--- config.mk ---
export PLATFORM = sky130hd
export DESIGN_NAME = shift_sequencer
export DESIGN_NICKNAME = d
export VERILOG_FILES = /design/src/rtl/shift_sequencer.sv
export SDC_FILE = /design/constraint.sdc
export NUM_CORES = 1
export LEC_CHECK = 0
export ABC_AREA = 0
export CAP_MARGIN = 20
export CORE_ASPECT_RATIO = 1.2
export CORE_MARGIN = 3
export CORE_UTILIZATION = 53
export DETAILED_ROUTE_END_ITERATION = 12
export PLACE_DENSITY = 0.82
export SLEW_MARGIN = 20
export SYNTH_ARGS = -nofsm -noshare
export SYNTH_HDL_FRONTEND = slang
export SYNTH_SLANG_ARGS = --single-unit
--- constraint.sdc ---
create_clock -name clock -period 2.2 [get_ports clock]
set_input_delay 0.55 -clock clock [delete_from_list [all_inputs] [get_ports clock]]
set_output_delay 0.55 -clock clock [all_outputs]
set_load 0.02 [all_outputs]
--- src/rtl/shift_sequencer.sv ---
// Multi-cycle barrel shifter: one binary stage (16/8/4/2/1) per SHIFT cycle.
// Optional macro SHIFT_EARLY_EXIT_EN skips stages whose shamt bit is clear.
module shift_sequencer (
    input  logic        clock,
    input  logic        reset,
    input  logic        start,
    input  logic        op,
    input  logic [31:0] data_in,
    input  logic [4:0]  shamt,
    output logic [31:0] data_result,
    output logic        busy,
    output logic        done
);

    typedef enum logic [1:0] {IDLE, SHIFT, DONE} state_t;

    state_t      state_reg, state_next;
    logic [31:0] data_next;
    logic [4:0]  shamt_reg, shamt_next;
    logic        op_reg, op_next;
    logic [2:0]  stage_reg, stage_next;

    // sel_bits[i] is the shamt bit consumed by stage i (stage 0 = distance 16)
    logic [4:0]  sel_bits;
    logic [31:0] stage_out [5];

    genvar gi;
    generate
        for (gi = 0; gi < 5; gi++) begin : g_stage
            localparam int DIST = 16 >> gi;
            logic signed [31:0] asr_val;
            logic        [31:0] lsl_val;
            // Kept as separate nets so the arithmetic shift stays in signed context
            assign asr_val       = $signed(data_result) >>> DIST;
            assign lsl_val       = data_result << DIST;
            assign sel_bits[gi]  = shamt_reg[4-gi];
            assign stage_out[gi] = op_reg ? asr_val : lsl_val;
        end
    endgenerate

`ifdef SHIFT_EARLY_EXIT_EN
    logic [4:0] start_bits;
    logic [4:0] above_mask;
    logic [3:0] first_start;
    logic [3:0] first_next;

    // Returns {found, index} of the lowest-numbered set stage.
    function automatic logic [3:0] first_set(input logic [4:0] bits);
        logic [3:0] r;
        r = 4'd0;
        for (int i = 4; i >= 0; i--) begin
            if (bits[i]) r = {1'b1, 3'(i)};
        end
        return r;
    endfunction

    assign start_bits  = {shamt[0], shamt[1], shamt[2], shamt[3], shamt[4]};
    assign above_mask  = 5'b11111 << (stage_reg + 3'd1);
    assign first_start = first_set(start_bits);
    assign first_next  = first_set(sel_bits & above_mask);
`endif

    always_comb begin
        state_next = state_reg;
        data_next  = data_result;
        shamt_next = shamt_reg;
        op_next    = op_reg;
        stage_next = stage_reg;
        case (state_reg)
            IDLE, DONE: begin
                if (start) begin
                    data_next  = data_in;
                    shamt_next = shamt;
                    op_next    = op;
                    stage_next = 3'd0;
                    state_next = SHIFT;
`ifdef SHIFT_EARLY_EXIT_EN
                    if (first_start[3]) stage_next = first_start[2:0];
                    else                state_next = DONE;
`endif
                end else if (state_reg == DONE) begin
                    state_next = IDLE;
                end
            end
            SHIFT: begin
                if (sel_bits[stage_reg]) data_next = stage_out[stage_reg];
`ifdef SHIFT_EARLY_EXIT_EN
                if (first_next[3]) stage_next = first_next[2:0];
                else               state_next = DONE;
`else
                if (stage_reg == 3'd4) state_next = DONE;
                else                   stage_next = stage_reg + 3'd1;
`endif
            end
            default: state_next = IDLE;
        endcase
    end

    always_ff @(posedge clock) begin
        if (reset) begin
            state_reg   <= IDLE;
            data_result <= 32'd0;
            shamt_reg   <= 5'd0;
            op_reg      <= 1'b0;
            stage_reg   <= 3'd0;
        end else begin
            state_reg   <= state_next;
            data_result <= data_next;
            shamt_reg   <= shamt_next;
            op_reg      <= op_next;
            stage_reg   <= stage_next;
        end
    end

    assign busy = (state_reg == SHIFT);
    assign done = (state_reg == DONE);

endmodule

==> flow_metrics.tcl <==
set metrics [dict create \
    syn_area_mm2 0.003877 \
    synth_cell_types 59 \
    die_w_um 84.08 \
    powerDensity_mw_per_mm2 517.4 \
    dieArea_mm2 0.008382 \
    hold_buffers 0 \
    ctsResizeCount 1 \
    cts.sinks 43 \
    area_growth_syn_to_layout_pct 32.46 \
    drt_iter0_drc 631 \
    n_fill_cell 554 \
    ant_nets 0 \
    clk_latency_ns 0.32 \
    grt_max_degree 45 \
    post-place-ws_ns -0.07646 \
    synth-edff-count 0 \
    status "finished clean" \
    worstSetupStartpointType "flip-flop" \
    wl_um 16350 \
    synth_flop_cell "dfxtp_1" \
    slew_violations 0 \
    yosysWarningCount 0 \
    cp_num_buf_inv 1 \
    critPathSlowestCell "clkdlybuf4s50_1" \
    hold_class "flip-flop to flip-flop" \
    gp_congestion 1.055 \
    antenna_found_initial 0 \
    slew-limit-headroom_pct 67.43 \
    final.period_utilization_pct 97.19 \
    skew_ns 0.02024 \
    path_cells "clkdlybuf4s50_1" \
    ys_seq_elements 43 \
    fmax_mhz 467.7 \
    coreArea_mm2 0.006978 \
    fin_util_pct 73.61 \
    num_vias 4926 \
    p_leak_uw 0.001716 \
    crit_fanout 6 \
    postCtsSetupBuffers 0 \
    max_stage_delay_ns 0.69 \
    grt_pass1_vias 4819 \
    critical_path_arrival_ns 1.59 \
    holdWs_ns 0.4587 \
    met2WireLength_um 7671 \
    wl_met3_um 1793 \
    grt_pass1_wl_um 25520 \
    diodes 0 \
    finalCriticalPeriod_ns 2.138 \
    largest_reg_flops 32 \
    drc_errors 0 \
    dr.pass1.iters 5 \
    tightest_slew_ns 0.4874 \
    worst_setup_path_end_kind "output pin" \
    drive_gt1_share_pct 15.97 \
    required_ns 1.65 \
    clockBufferDepth 2 \
    finalWorstSetupSlack_ns 0.06176 \
    hpwl_um 12080 \
    syn_nets 566 \
    clk_root_buffer_cell "clkbuf_8" \
    htree_levels 2 \
    drv_cap 0 \
    wl_met1_um 5902 \
    async_flop_share_pct 0 \
    worstSetupPathType "flip-flop to output pin" \
    ys_seq_area_share_pct 22.20 \
    cts_inserted_buffers 5 \
    clk_pin_slew_worst_paths_ns 0.10 \
    via_per_inst 6.967 \
    fin_cells 707 \
    cts_tree "done" \
    syn_area_per_cell_um2 7.414 \
    start_util_pct 55.57 \
    critPathTopFamily "buffers and inverters" \
    ir_drop_mv 0.4436 \
    syn_inst 523 \
    io_pins 75 \
    routedWlPerCell_um 23.12 \
    overflow 0 \
    rows 33 \
    die_y_um 99.70 \
    dp.cells 699 \
    io_buffers 74 \
    layout.nets 662 \
    grt_usage_pct 38.28 \
    rsz0062_at_grt "no" \
    hold_viol_final 0 \
    topRoutingLayerUsed "met4" \
    setup_viol 0 \
    setup_tns_ns 0 \
]
-- Yosys cell counts, types with 6 or more instances --
cell type	n	area share (%)
mux4_2	12	7.0
dfxtp_1	43	22
and2_1	6	0.97
a21oi_1	98	13
a2111oi_0	9	2.0
nor3b_1	9	1.7
nand2_1	70	6.8
nand2b_1	33	5.3
buf_2	25	3.2
a311oi_1	7	1.6
a32o_1	6	1.5
nand3_1	6	0.77
or3_1	6	0.97
o221ai_1	11	2.5
clkbuf_1	20	1.9
o32ai_1	7	1.6
nor4_1	6	0.97
nor2b_1	12	1.9
nor2_1	29	2.8
a31oi_1	6	0.97
nor3_1	14	1.8
a211oi_1	14	2.7
mux2i_1	12	3.1
-- cells in the final DEF, fill, tap and decap left out, types with 3 or more instances in the layout --
master           count
a21oi_1             98
clkdlybuf4s50_1     73
nand2_1             70
buf_4               63
dfxtp_1             40
nand2b_1            33
nor2_1              29
a211oi_1            14
nor3_1              14
nor2b_1             12
mux4_2              12
mux2i_1             12
o221ai_1            11
nor3b_1              9
a2111oi_0            9
o32ai_1              7
a311oi_1             7
nand3_1              6
a31oi_1              6
and2_1               6
a32o_1               6
nor4_1               6
or3_1                6
clkbuf_8             5
o41ai_1              4
or4_1                4
o21ai_0              4
buf_12               4
inv_1                3
o21ai_1              3
a311o_1              3
o211ai_1             3
-- metrics by stage --
step | area [um2] | power, uW
finish | 5136 | 2657
global route | 5136 | 2745
CTS | 5130 | 2632
detailed placement | 5016 | 1965
global placement | 5016 | 1947
floorplan | 3877 | 1506
-- cell families (layout without fill, tap and decap cells) --
family | count (synthesis) | after routing | synth area share, %
xor gates and xnor gates | 1 | 1 | 0.2259
AOI/OAI and AO/OA | 188 | 188 | 31.78
buffers and inverters | 58 | 155 | 7.454
muxes | 27 | 27 | 10.94
and+or+nand+nor | 204 | 204 | 26.75
DFF | 43 | 43 | 22.20
adders and majority gates | 2 | 2 | 0.6453
-- report_power, final --
group	switching, uW	internal, uW
sequential	152	841
clock	336	343
combinational	506	479
total	995	1660
-- routing by layer --
| metal | track usage [%] | vias to the layer above |
|---|---|---|
| met5 | 0 | - |
| met4 | 22.03 | 0 |
| met3 | 8.202 | 100 |
| met2 | 63.67 | 397 |
| met1 | 45.39 | 2271 |
| li1 | - | 2158 |
-- area by class of cell --
class | count | area (um2) | share of cell area (%)
multi-input combinational | 422 | 2728 | 53.11
timing repair buffer | 141 | 1292 | 25.16
sequential | 43 | 869.6 | 16.93
tap | 87 | 108.9 | 2.119
clock buffer | 5 | 68.82 | 1.340
clock inverter | 3 | 46.29 | 0.9013
inverter | 6 | 22.52 | 0.4385
-- worst paths after layout --
path / from / end / slack, ns / cells past startpoint
setup / recovery: data_result[16] / data_result[16] / 0.06 / 1
hold / removal: shamt_reg[4] / shamt_reg[4] / 0.46 / 2
setup reg to reg: op_reg / data_result[18] / 0.10 / 6
hold reg to reg: shamt_reg[4] / shamt_reg[4] / 0.46 / 2
(Power assumes the default switching activity.)
